`src/rtl/snn_fifo_pkg.sv`:
```
// Shared encodings and constants for the pool->conv2 FIFO read path.
package snn_fifo_pkg;

  localparam int AER_W_DEF = 12;
  localparam int GAP_CYC   = 2;
  localparam int GAP_W     = 2;

  typedef enum logic [3:0] {
    S_IDLE = 4'b0001,
    S_WAIT = 4'b0010,
    S_OUT  = 4'b0100,
    S_GAP  = 4'b1000
  } state_t;

endpackage

```
`src/rtl/pool_conv2_rr_arbiter_rr_pick.sv`:
```
// Combinational round-robin search: first eligible channel strictly after last_grant, wrapping.
module rr_pick #(
  parameter  int N_CH = 4,
  localparam int CH_W = $clog2(N_CH)
) (
  input  logic [N_CH-1:0] eligible_i,
  input  logic [CH_W-1:0] last_grant_i,
  output logic [CH_W-1:0] grant_o,
  output logic            any_o
);

  logic [CH_W-1:0] w_idx;

  always_comb begin
    grant_o = '0;
    any_o   = 1'b0;
    w_idx   = '0;
    // Offsets 1..N_CH so last_grant itself is considered last.
    for (int k = 1; k <= N_CH; k++) begin
      w_idx = CH_W'((int'(last_grant_i) + k) % N_CH);
      if (!any_o && eligible_i[w_idx]) begin
        any_o   = 1'b1;
        grant_o = w_idx;
      end
    end
  end

endmodule

```
`src/rtl/pool_conv2_rr_arbiter.sv`:
```
// Round-robin reader of N_CH event FIFOs feeding Conv2; valid one cycle after the granted flag, word held under aer_ready_i backpressure.
// Optional PERF_CNT_EN adds per-channel accepted-transfer counters on ev_cnt_o.
module pool_conv2_rr_arbiter
  import snn_fifo_pkg::*;
#(
  parameter  int N_CH    = 4,
  parameter  int AER_W   = AER_W_DEF,
  parameter  int TIMEOUT = 64,
  localparam int CH_W    = $clog2(N_CH),
  localparam int WCNT_W  = $clog2(TIMEOUT)
) (
  input  logic                    work_clk,
  input  logic                    rst_n,
  input  logic [N_CH-1:0]         ch_empty_i,
  input  logic [N_CH*AER_W-1:0]   ch_data_i,
  input  logic [N_CH-1:0]         ch_flag_i,
  output logic [N_CH-1:0]         ch_req_o,
  output logic [AER_W-1:0]        aer_o,
  output logic [CH_W-1:0]         aer_ch_o,
  output logic                    aer_valid_o,
  input  logic                    aer_ready_i,
`ifdef PERF_CNT_EN
  output logic [N_CH*16-1:0]      ev_cnt_o,
`endif
  output logic                    timeout_o
);

  state_t          r_state;
  logic [CH_W-1:0] r_last_grant;
  logic [CH_W-1:0] r_grant;
  logic [WCNT_W-1:0] r_wait_cnt;
  logic [GAP_W-1:0]  r_gap_cnt;

  logic [CH_W-1:0]  w_grant;
  logic             w_any;
  logic [N_CH-1:0]  w_onehot;
  logic [AER_W-1:0] w_sel_dat;
  logic             w_sel_flag;

  rr_pick #(.N_CH(N_CH)) u_pick (
    .eligible_i   (~ch_empty_i),
    .last_grant_i (r_last_grant),
    .grant_o      (w_grant),
    .any_o        (w_any)
  );

  assign w_onehot = {{(N_CH-1){1'b0}}, 1'b1} << w_grant;

  // Only the granted channel's flag and data are looked at; the others are ignored.
  always_comb begin
    w_sel_dat  = '0;
    w_sel_flag = 1'b0;
    for (int i = 0; i < N_CH; i++) begin
      if (r_grant == CH_W'(i)) begin
        w_sel_dat  = ch_data_i[i*AER_W +: AER_W];
        w_sel_flag = ch_flag_i[i];
      end
    end
  end

  always_ff @(posedge work_clk or negedge rst_n) begin
    if (!rst_n) begin
      r_state      <= S_IDLE;
      r_last_grant <= CH_W'(N_CH-1);
      r_grant      <= '0;
      r_wait_cnt   <= '0;
      r_gap_cnt    <= '0;
      ch_req_o     <= '0;
      aer_o        <= '0;
      aer_ch_o     <= '0;
      aer_valid_o  <= 1'b0;
      timeout_o    <= 1'b0;
    end else begin
      case (r_state)
        S_IDLE: begin
          if (w_any) begin
            r_grant    <= w_grant;
            ch_req_o   <= w_onehot;
            r_wait_cnt <= '0;
            r_state    <= S_WAIT;
          end
        end
        S_WAIT: begin
          // Flag is tested first so a flag on the last wait cycle is still taken.
          if (w_sel_flag) begin
            aer_o        <= w_sel_dat;
            aer_ch_o     <= r_grant;
            aer_valid_o  <= 1'b1;
            ch_req_o     <= '0;
            r_last_grant <= r_grant;
            r_state      <= S_OUT;
          end else if (r_wait_cnt == WCNT_W'(TIMEOUT-1)) begin
            ch_req_o     <= '0;
            timeout_o    <= 1'b1;
            r_last_grant <= r_grant;
            r_gap_cnt    <= '0;
            r_state      <= S_GAP;
          end else begin
            r_wait_cnt <= r_wait_cnt + WCNT_W'(1);
          end
        end
        S_OUT: begin
          if (aer_ready_i) begin
            aer_valid_o <= 1'b0;
            r_gap_cnt   <= '0;
            r_state     <= S_GAP;
          end
        end
        S_GAP: begin
          if (r_gap_cnt == GAP_W'(GAP_CYC-1)) begin
            r_state <= S_IDLE;
          end else begin
            r_gap_cnt <= r_gap_cnt + GAP_W'(1);
          end
        end
        default: begin
          r_state     <= S_IDLE;
          ch_req_o    <= '0;
          aer_valid_o <= 1'b0;
        end
      endcase
    end
  end

`ifdef PERF_CNT_EN
  logic [15:0] r_ev_cnt [N_CH];

  always_ff @(posedge work_clk or negedge rst_n) begin
    if (!rst_n) begin
      for (int i = 0; i < N_CH; i++) r_ev_cnt[i] <= '0;
    end else if (aer_valid_o && aer_ready_i) begin
      for (int i = 0; i < N_CH; i++) begin
        if (aer_ch_o == CH_W'(i)) r_ev_cnt[i] <= r_ev_cnt[i] + 16'd1;
      end
    end
  end

  for (genvar g = 0; g < N_CH; g++) begin : g_ev
    assign ev_cnt_o[g*16 +: 16] = r_ev_cnt[g];
  end
`endif

endmodule

```
`config.mk`:
```
export PLATFORM = sky130hd
export DESIGN_NAME = pool_conv2_rr_arbiter
export DESIGN_NICKNAME = d
export VERILOG_FILES = /design/src/rtl/snn_fifo_pkg.sv /design/src/rtl/pool_conv2_rr_arbiter_rr_pick.sv /design/src/rtl/pool_conv2_rr_arbiter.sv
export SDC_FILE = /design/constraint.sdc
export NUM_CORES = 1
export LEC_CHECK = 0
export ABC_AREA = 1
export CORE_MARGIN = 10
export CORE_UTILIZATION = 49
export DETAILED_ROUTE_END_ITERATION = 7
export PLACE_DENSITY = 0.86
export SLEW_MARGIN = 20
export SYNTH_ARGS = -nofsm -noshare
export SYNTH_HDL_FRONTEND = slang
export SYNTH_HIERARCHICAL = 1
export SYNTH_SLANG_ARGS = --single-unit
```
`constraint.sdc`:
```
create_clock -name work_clk -period 4.7 [get_ports work_clk]
set_clock_uncertainty 0.05 [all_clocks]
set_input_delay 0.47 -clock work_clk [delete_from_list [all_inputs] [get_ports work_clk]]
set_output_delay 0.47 -clock work_clk [all_outputs]
set_load 0.03 [all_outputs]
```
==> run_results.csv <==
group,metric,value,unit
floorplanning,ios,79,
finish,syn_to_final_growth,37.8,%
finish,diodes,0,
synth,async_flop_share,1.00,
global_route,grt_antenna_before_repair,0,
critical_path,critPathSlowestCell,"dfstp_2",
global_route,grt_pass1_wl,10200,microns
clocking,cts_made_buffers,5,
routing,wl,6050,microns
sta,period_share,0.474,
synth,netlist_instances,321,
critical_path,crit_path_max_fanout,12,
synth,ys.flop_type,"dfrtp_1",
clocking,clockRootBuffer,"clkbuf_8",
sta,drv_slew,0,
run_status,status,"complete, no violations",
clocking,cts_resized,0,
clocking,htreeDepth,2,
sta,tightest_slew,844,ps
global_route,gr-total-overflow,0,
clocking,clkSinkCount,36,
critical_path,rr_worst_depth,11,
floorplanning,die_h,88.2,microns
flow_run,max_cap_violations,0,
critical_path,rrSetupSlack,2470,ps
routing,dr.pass1.iters,4,
sta,slew_headroom,0.435,
synth,synth_cell_types,30,
routing,drt_iter0_drc,67,
synth,yosysTopAreaCell,"dfrtp_1",
routing,drt-vias-per-instance,5.08,
synth,yosysMostFrequentCell,"nand2_1",
critical_path,critical_path.most_common_cell,"nand2_1",
routing,vias,2279,
power,power_per_cell_area,580,mW/mm^2
synth,syn_nets,382,
global_route,grt_pass1_vias,2236,
critical_path,critical_path.endpoint_type,"flip-flop",
critical_path,timing.rr.end,"ch_req_o[2]$_DFFE_PN0P_",
synth,synth_area,0.00228,sq mm
synth,synth_top_area_frac,0.362,
synth,ys_ff_latch,36,
routing,ant_nets,0,
sta,finalHoldViolations,0,
sta,finalSetupTns,0,ps
clocking,hold_buffers,0,
critical_path,arrival,2400,ps
global_route,track_usage,0.164,
critical_path,critPathKind,"flip-flop to flip-flop",
critical_path,crit_required,4870,ps
floorplanning,initial_core_util,0.514,
synth,synthTopCellsByArea,"dfrtp_1 36%, nand2_1 20%, nand3_1 5.9%",
hold_path,hp-class,"input port to asynchronous set/reset pin",
global_route,grt_max_degree,37,
sta,setup-violations-final,0,
synth,synthTopCellsByCount,"120 x nand2_1, 33 x dfrtp_1, 30 x inv_1",
floorplanning,die_area,0.00779,sq mm
clocking,clk_pin_slew_worst_paths,70,ps
synth,syn_area_per_cell,7.11,sq um
placement,io_buffers,78,
routing,drc,0,
clocking,clk-insertion-delay-late,290,ps
power,power_leakage,1.54,nW
floorplanning,die_x,88.2,microns
critical_path,path_cells,"inv_1 -> nand2_1 -> nand2_1 -> nand2_1 -> nand2_4 -> nor2_8 -> nand4_1 -> or2_2 -> nand3_2 -> nand2_1 -> nand2_1",
critical_path,start_kind,"flip-flop",
placement,post-dp-hpwl,4920,microns
synth,yosysSeqAreaShare,0.396,
clocking,cts_tree,"built",
sta,rsz0062_at_grt,"no",
critical_path,crit-reg2reg-launch,"r_last_grant[0]$_DFFE_PN1P_",
floorplanning,rows,24,
placement,gp_congestion,0.803,
finish,drive_above_1_share,0.0907,
clocking,cts.path.max_buffers,2,
synth,synth-edff-count,0,
floorplanning,fp.coreArea,0.00444,sq mm
finish,nets,457,
routing,wire_per_inst,13.5,microns
clocking,post_cts_buffers,0,
finish,final_core_util,0.707,
synth,yosysWarnings,6,
sta,max_freq,0.449,GHz
sta,min_period,2230,ps
critical_path,max_stage_delay,660,ps
power,worst_ir_drop_vdd,315,uV
[worst max path at each step]
stage	from	endpoint	cells past startpoint
after global placement	ch_empty_i[2]	ch_req_o[3]$_DFFE_PN0P_	12
after detailed placement	ch_empty_i[2]	ch_req_o[2]$_DFFE_PN0P_	12
after floorplan	r_last_grant[0]$_DFFE_PN1P_	ch_req_o[0]$_DFFE_PN0P_	12
after global routing	r_last_grant[0]$_DFFE_PN1P_	ch_req_o[2]$_DFFE_PN0P_	12
final	r_last_grant[0]$_DFFE_PN1P_	ch_req_o[2]$_DFFE_PN0P_	11
after CTS	r_last_grant[0]$_DFFE_PN1P_	ch_req_o[2]$_DFFE_PN0P_	11
[kinds of logic after synthesis]
logic type / after synthesis / share of synthesized area
AO/OA/AOI/OAI: 40 / 0.0916
XOR/XNOR: 3 / 0.0115
adder cells (fa/ha/maj): 2 / 0.0110
buffers and inverters: 44 / 0.0861
flip-flops: 36 / 0.396
AND/OR/NAND/NOR: 196 / 0.404
[critical path: cells and delay by family (launching register included)]
family | cells | cell delay [ps]
AND/OR/NAND/NOR | 10 | 1280
flip-flops | 1 | 660
buffers and inverters | 1 | 180
[cell type report]
class                           count  area (sq um)
Clock buffer                        8          90.1
Fill cell                         380          1300
Multi-Input combinational cell    241          1180
Timing Repair Buffer               78           776
Sequential cell                    36           905
Inverter                           34           128
Tap cell                           52          65.1
[metal layers]
metal / share of wire / up-vias / wire (microns) / GRT usage
met2: 0.45 / 82 / 2720 / 0.268
met4: 0.021 / 0 / 125 / 0.0587
met5: 0 / - / 0 / 0
li1: - / 1174 / - / -
met1: 0.40 / 1012 / 2410 / 0.167
met3: 0.13 / 11 / 799 / 0.108
[cell usage in the layout (no fill, tap or decap), types with 3 or more instances in the layout]
cell             instances
a21oi_1                 14
clkbuf_8                 6
clkdlybuf4s50_1         77
dfrtp_1                 33
dfstp_2                  3
inv_1                   30
inv_2                    4
nand2_1                120
nand2_2                  5
nand2_4                  4
nand3_1                 27
nand3_2                  3
nand4_1                  9
nor2_1                  14
nor3_1                   5
o21ai_1                 21
or2_2                    3
[power breakdown]
group | internal (mW) | switching (mW) | total, mW
logic | 0.400 | 0.675 | 1.07
clock network | 0.120 | 0.107 | 0.226
registers | 0.428 | 0.0929 | 0.521
total | 0.948 | 0.875 | 1.82
[registers in the layout, indices dropped and copies added (netlist names)]
name          cells
r_gap_cnt         2
timeout_o         1
r_state           4
aer_ch_o          2
r_last_grant      2
aer_o            12
r_grant           2
aer_valid_o       1
r_wait_cnt        6
ch_req_o          4
[per-stage QoR]
stage	power (mW)	cell area (sq um)	hold WS [ps]	setup WS, ps	cells
6_report	1.82	3140	203	2470	449
5_1_grt	1.98	3140	254	2230	449
4_1_cts	1.84	3140	226	2490	449
3_5_place_dp	1.60	3050	414	2350	441
3_3_place_gp	1.57	3050	406	2470	441
2_1_floorplan	1.29	2280	124	2800	321
Note: power is estimated with default switching activity, not from simulation.
